`src/rtl/immgen_pkg.sv`:
```
// Shared types for the Otter immediate-generation stage: format codes, opcodes and the
// buffered entry layout. Immediates are stored at the widest XLEN and truncated by the user.
package immgen_pkg;

  typedef enum logic [2:0] {
    FMT_NONE = 3'd0,
    FMT_I    = 3'd1,
    FMT_S    = 3'd2,
    FMT_B    = 3'd3,
    FMT_U    = 3'd4,
    FMT_J    = 3'd5,
    FMT_Z    = 3'd6
  } imm_fmt_t;

  localparam logic [6:0] OPC_LUI       = 7'b0110111;
  localparam logic [6:0] OPC_AUIPC     = 7'b0010111;
  localparam logic [6:0] OPC_JAL       = 7'b1101111;
  localparam logic [6:0] OPC_JALR      = 7'b1100111;
  localparam logic [6:0] OPC_LOAD      = 7'b0000011;
  localparam logic [6:0] OPC_OP_IMM    = 7'b0010011;
  localparam logic [6:0] OPC_SYSTEM    = 7'b1110011;
  localparam logic [6:0] OPC_STORE     = 7'b0100011;
  localparam logic [6:0] OPC_BRANCH    = 7'b1100011;
  localparam logic [6:0] OPC_OP        = 7'b0110011;
  localparam logic [6:0] OPC_OP_IMM_32 = 7'b0011011;

  localparam int IMM_MAX_W = 64;

  typedef struct packed {
    logic [31:0]          instr;
    logic [IMM_MAX_W-1:0] imm;
    imm_fmt_t             fmt;
    logic                 illegal;
  } imm_entry_t;

  // 32-bit sign-extended immediate for the sign-extending formats; zero for the rest.
  function automatic logic [31:0] raw_imm(input logic [31:0] instr, input imm_fmt_t fmt);
    logic [31:0] r;
    r = '0;
    case (fmt)
      FMT_I:   r = {{20{instr[31]}}, instr[31:20]};
      FMT_S:   r = {{20{instr[31]}}, instr[31:25], instr[11:7]};
      FMT_B:   r = {{19{instr[31]}}, instr[31], instr[7], instr[30:25], instr[11:8], 1'b0};
      FMT_J:   r = {{11{instr[31]}}, instr[31], instr[19:12], instr[20], instr[30:21], 1'b0};
      FMT_U:   r = {instr[31:12], 12'h000};
      default: r = '0;
    endcase
    return r;
  endfunction

endpackage

```
`src/rtl/immed_gen_pipe_imm_decode.sv`:
```
// Combinational opcode decode to {imm, fmt, illegal}.
// IMMGEN_ZICSR_EN: CSR immediate forms (funct3[2]=1) yield FMT_Z with a zero-extended zimm.
module imm_decode
  import immgen_pkg::*;
#(
  parameter int XLEN    = 32,
  parameter bit RV64_EN = 1'b0
) (
  input  logic [31:0]     instr,
  output logic [XLEN-1:0] imm,
  output imm_fmt_t        fmt,
  output logic            illegal
);

  always_comb begin
    fmt     = FMT_NONE;
    illegal = 1'b0;
    case (instr[6:0])
      OPC_LUI, OPC_AUIPC:             fmt = FMT_U;
      OPC_JAL:                        fmt = FMT_J;
      OPC_JALR, OPC_LOAD, OPC_OP_IMM: fmt = FMT_I;
      OPC_SYSTEM: begin
`ifdef IMMGEN_ZICSR_EN
        fmt = instr[14] ? FMT_Z : FMT_I;
`else
        fmt = FMT_I;
`endif
      end
      OPC_STORE:  fmt = FMT_S;
      OPC_BRANCH: fmt = FMT_B;
      OPC_OP:     fmt = FMT_NONE;
      OPC_OP_IMM_32: begin
        if (RV64_EN) fmt = FMT_I;
        else         illegal = 1'b1;
      end
      default: illegal = 1'b1;
    endcase
  end

  // The signed cast makes the widening copy bit 31 into the upper half when XLEN=64.
  always_comb begin
    imm = '0;
    case (fmt)
      FMT_NONE: imm = '0;
      FMT_Z:    imm = XLEN'(instr[19:15]);
      default:  imm = XLEN'(signed'(raw_imm(instr, fmt)));
    endcase
  end

endmodule

```
`src/rtl/immed_gen_pipe.sv`:
```
// Registered immediate-generation stage with a 2-entry (output + skid) buffer so in_ready
// is a pure flop. Optional macro IMMGEN_ZICSR_EN is handled inside imm_decode.
module immed_gen_pipe
  import immgen_pkg::*;
#(
  parameter int XLEN    = 32,
  parameter bit RV64_EN = 1'b0
) (
  input  logic            CLK,
  input  logic            RST,
  input  logic            flush,
  input  logic            in_valid,
  output logic            in_ready,
  input  logic [31:0]     in_instr,
  output logic            out_valid,
  input  logic            out_ready,
  output logic [31:0]     out_instr,
  output logic [XLEN-1:0] out_imm,
  output imm_fmt_t        out_fmt,
  output logic            out_illegal
);

  logic [XLEN-1:0] dec_imm;
  imm_fmt_t        dec_fmt;
  logic            dec_illegal;
  imm_entry_t      dec_entry;

  imm_entry_t out_q;
  imm_entry_t skid_q;
  logic       out_valid_q;
  logic       skid_valid_q;
  logic       in_ready_q;
  logic       accept;

  imm_decode #(
    .XLEN    (XLEN),
    .RV64_EN (RV64_EN)
  ) u_decode (
    .instr   (in_instr),
    .imm     (dec_imm),
    .fmt     (dec_fmt),
    .illegal (dec_illegal)
  );

  always_comb begin
    dec_entry                = '0;
    dec_entry.instr          = in_instr;
    dec_entry.imm[XLEN-1:0]  = dec_imm;
    dec_entry.fmt            = dec_fmt;
    dec_entry.illegal        = dec_illegal;
  end

  assign accept = in_valid && in_ready_q;

  // Skid only fills while the output is stalled, and in_ready is low whenever it is full,
  // so an accept and a skid-to-output move never coincide.
  always_ff @(posedge CLK) begin
    if (RST || flush) begin
      out_q        <= '0;
      skid_q       <= '0;
      out_valid_q  <= 1'b0;
      skid_valid_q <= 1'b0;
      in_ready_q   <= 1'b1;
    end else if (!out_valid_q || out_ready) begin
      if (skid_valid_q) begin
        out_q        <= skid_q;
        out_valid_q  <= 1'b1;
        skid_valid_q <= 1'b0;
        in_ready_q   <= 1'b1;
      end else if (accept) begin
        out_q       <= dec_entry;
        out_valid_q <= 1'b1;
      end else begin
        out_valid_q <= 1'b0;
      end
    end else if (accept) begin
      skid_q       <= dec_entry;
      skid_valid_q <= 1'b1;
      in_ready_q   <= 1'b0;
    end
  end

  assign in_ready    = in_ready_q;
  assign out_valid   = out_valid_q;
  assign out_instr   = out_q.instr;
  assign out_imm     = XLEN'(out_q.imm);
  assign out_fmt     = out_q.fmt;
  assign out_illegal = out_q.illegal;

endmodule

```
`config.mk`:
```
export PLATFORM = sky130hd
export DESIGN_NAME = immed_gen_pipe
export DESIGN_NICKNAME = d
export VERILOG_FILES = /design/src/rtl/immgen_pkg.sv /design/src/rtl/immed_gen_pipe_imm_decode.sv /design/src/rtl/immed_gen_pipe.sv
export SDC_FILE = /design/constraint.sdc
export NUM_CORES = 1
export LEC_CHECK = 0
export ABC_CLOCK_PERIOD_IN_PS = 2480
export BUFFER_PORTS_ARGS = -buffer_cell sky130_fd_sc_hd__buf_2
export CORE_MARGIN = 1.5
export CORE_UTILIZATION = 56
export DETAILED_ROUTE_END_ITERATION = 10
export PLACE_DENSITY = 0.8
export SYNTH_ARGS = -nofsm -noshare
export SYNTH_HDL_FRONTEND = slang
export SYNTH_HIERARCHICAL = 1
export SYNTH_SLANG_ARGS = --single-unit
```
`constraint.sdc`:
```
create_clock -name CLK -period 2.48 [get_ports CLK]
set_input_delay 0.496 -clock CLK [delete_from_list [all_inputs] [get_ports CLK]]
set_output_delay 0.496 -clock CLK [all_outputs]
set_load 0.01 [all_outputs]
```
==> impl_metrics.ini <==
[final_layout]
fill_cells = 823
area_growth_pct = 19.6
fin_area_um2 = 7380
drive_above_1_share_pct = 24.5
n_antenna_cell = 0
nNetsFinal = 808
final_cell_count_no_fill = 923

[timing]
worst_slew_pin_slew_ps = 874
finalHoldViolations = 0
fin_setup_tns_ps = 0
setup_viol = 0
maxSlewHeadroom_pct = 41.7
period_needed_ps = 1720
fin_ws_ps = 761
skew_ps = 7.37
slew_violations = 0
period_share_pct = 69.3
rsz0062_at_grt = no
fmax_mhz = 582

[setup_path]
crit_start = in_ready
path_max_fanout = 68
crit-reg2reg-launch = in_ready
critPathLaunchType = flip-flop
crit_path_end_kind = flip-flop
cp.required_ps = 2910
crit_type = flip-flop to flip-flop
reg2reg_depth = 4
cp-endpoint = out_imm[3]
cp.arrival_ps = 2150
r2r_slack_ps = 760
rr_endpoint = out_imm[3]

[drt]
drtIter0Drc = 510
wl_per_cell_um = 18.0
wirelength_mm = 16.7
drc = 0
drtPass1Iterations = 5
vias_per_cell = 5.97
drtAntennaViolNets = 0
via_count = 5514

[synth]
syn_avg_cell_area_um2 = 8.83
synth_edf_count = 0
yosys_register_bits = 139
syn-num-nets = 736
synth_top_cell_area_share_pct = 45.1
synth_compound_area_share_pct = 26.6
synth.area.top_cells = dfxtp_1 45%, a21oi_1 12%, mux2i_1 11%
synth_area_um2 = 6170
ys_seq_area_share_pct = 45.1
synthXorXnorAreaFrac_pct = 0.142
ys.flop_type = dfxtp_1
synth_fa_ha_area_share_pct = 0
postSynth.asyncResetShare_pct = 0
synth_top_area_cell = dfxtp_1
synth_mux_area_share_pct = 11.0
yosysUniqueCellTypes = 37
synth_simple_gate_area_share_pct = 11.7
synth_cells = 699
ys.warnings.count = 6
synth_top_family_by_area = compound AO/OA/AOI/OAI gates

[hold_path]
hold_path_class = primary input to flip-flop

[die]
core_um2 = 10800
start_util_pct = 57.2
die_h_um = 108
die_x_um = 108
num_rows = 38
boundaryPins = 107
die-area_um2 = 11700

[placement]
place_area_um2 = 6740
gp_congestion = 0.866
dp.cells = 892
port_buffers = 106
dp_slack_ps = 313
place_hpwl_mm = 10.6

[grt]
grt_use_total_pct = 29.1
grt-ovfl-total = 0
grt.busiest_layer = met2
grt_pass1_vias = 5213
grt_max_degree = 77
grt.met2_usage_pct = 48.1
use_met3_pct = 6.09
use_met1_pct = 36.5
antenna_found_initial = 0
grt_pass1_wl_mm = 26.3

[clock_tree]
root_buffer = clkbuf_8
cts.path.max_buffers = 2
cts_buffers = 17
ctsHoldBuffers = 0
cts-htree-levels = 4
clkLatencyLatePin_ps = 530
clk_pin_slew_ps = 60
cts.sinks = 139
cts_setup_buffers = 0
cts_tree = done
cts-resized-gates = 0

[pwr]
ir_drop_mv = 0.388
p_leak_nw = 2.76
powerDensity_nw_per_um2 = 748

[status]
outcome = completed

[flow_run]
drv_cap = 0
[per-stage QoR]
stage	utilization, %	hold slack (ps)	power [mW]
2_1_floorplan	-	436	2.64
3_3_place_gp	62.4	441	2.80
3_5_place_dp	62.4	446	2.81
4_1_cts	68.4	233	5.54
5_1_grt	68.4	249	5.70
6_report	68.4	245	5.52
[sequential cells by signal, indices dropped and copies added, names as in the netlist]
name          flops
out_fmt           3
skid_valid_q      1
out_illegal       1
out_instr        32
out_imm          32
in_ready          1
out_valid         1
skid_q           68
[critical path: stages (launching register included)]
cell	delay (ps)
dfxtp_1	420
a21o_2	160
buf_4	580
a21oi_1	180
a211oi_1	270
[cells in the mapped netlist (5+ instances only)]
cell      instances
buf_2            17
and2_1            8
buf_6             5
dfxtp_1         139
nor2_1            5
a22o_1            5
a21oi_1         143
a21o_2            8
nand2_1         143
a211oi_2         20
clkbuf_1         42
a21o_1           12
mux2i_1          68
a211oi_1         49
[power by group]
part	total, mW	internal [mW]	switching [mW]
logic	0.459	0.163	0.296
clock network	2.75	1.81	0.945
registers	2.31	2.28	0.0292
[placed cells by master, fill, tap and decap left out, types with 7 or more instances in the layout]
master	Yosys	routed
a211oi_1	49	49
a211oi_2	20	20
a21o_1	12	11
a21o_2	8	9
a21oi_1	143	143
and2_1	8	7
buf_2	17	106
buf_4	2	12
clkbuf_16	0	16
dfxtp_1	139	138
mux2i_1	68	68
nand2_1	143	143
[kinds of logic after synthesis]
group,Yosys count
AO/OA/AOI/OAI,249
XOR/XNOR,1
AND/OR/NAND/NOR,170
buffers and inverters,72
flip-flops,139
multiplexers,68
[how the worst min path moves through the flow]
stage          cells past startpoint  slack, ps          to   startpoint
3_3_place_gp                       2        440  skid_q[89]   skid_q[89]
5_1_grt                            3        250  skid_q[69]  in_instr[1]
6_report                           3        250  skid_q[69]  in_instr[1]
3_5_place_dp                       2        450  skid_q[20]   skid_q[20]
2_1_floorplan                      2        440   skid_q[0]    skid_q[0]
4_1_cts                            3        230  skid_q[69]  in_instr[1]
[area by class of cell]
type | instances | area [um^2] | area share [%]
Inverter | 3 | 11.3 | 0.153
Clock inverter | 11 | 191 | 2.59
Clock buffer | 20 | 455 | 6.17
Tap cell | 140 | 175 | 2.37
Timing Repair Buffer | 122 | 701 | 9.49
Multi-Input combinational cell | 488 | 3060 | 41.5
Sequential cell | 139 | 2790 | 37.7
[layer usage]
layer | routed length [um] | part of all wire, %
met1 | 7050 | 42
met2 | 8080 | 48
met3 | 956 | 5.7
met4 | 575 | 3.5
met5 | 0 | 0
No activity file was read; power rests on OpenSTA's default activity.
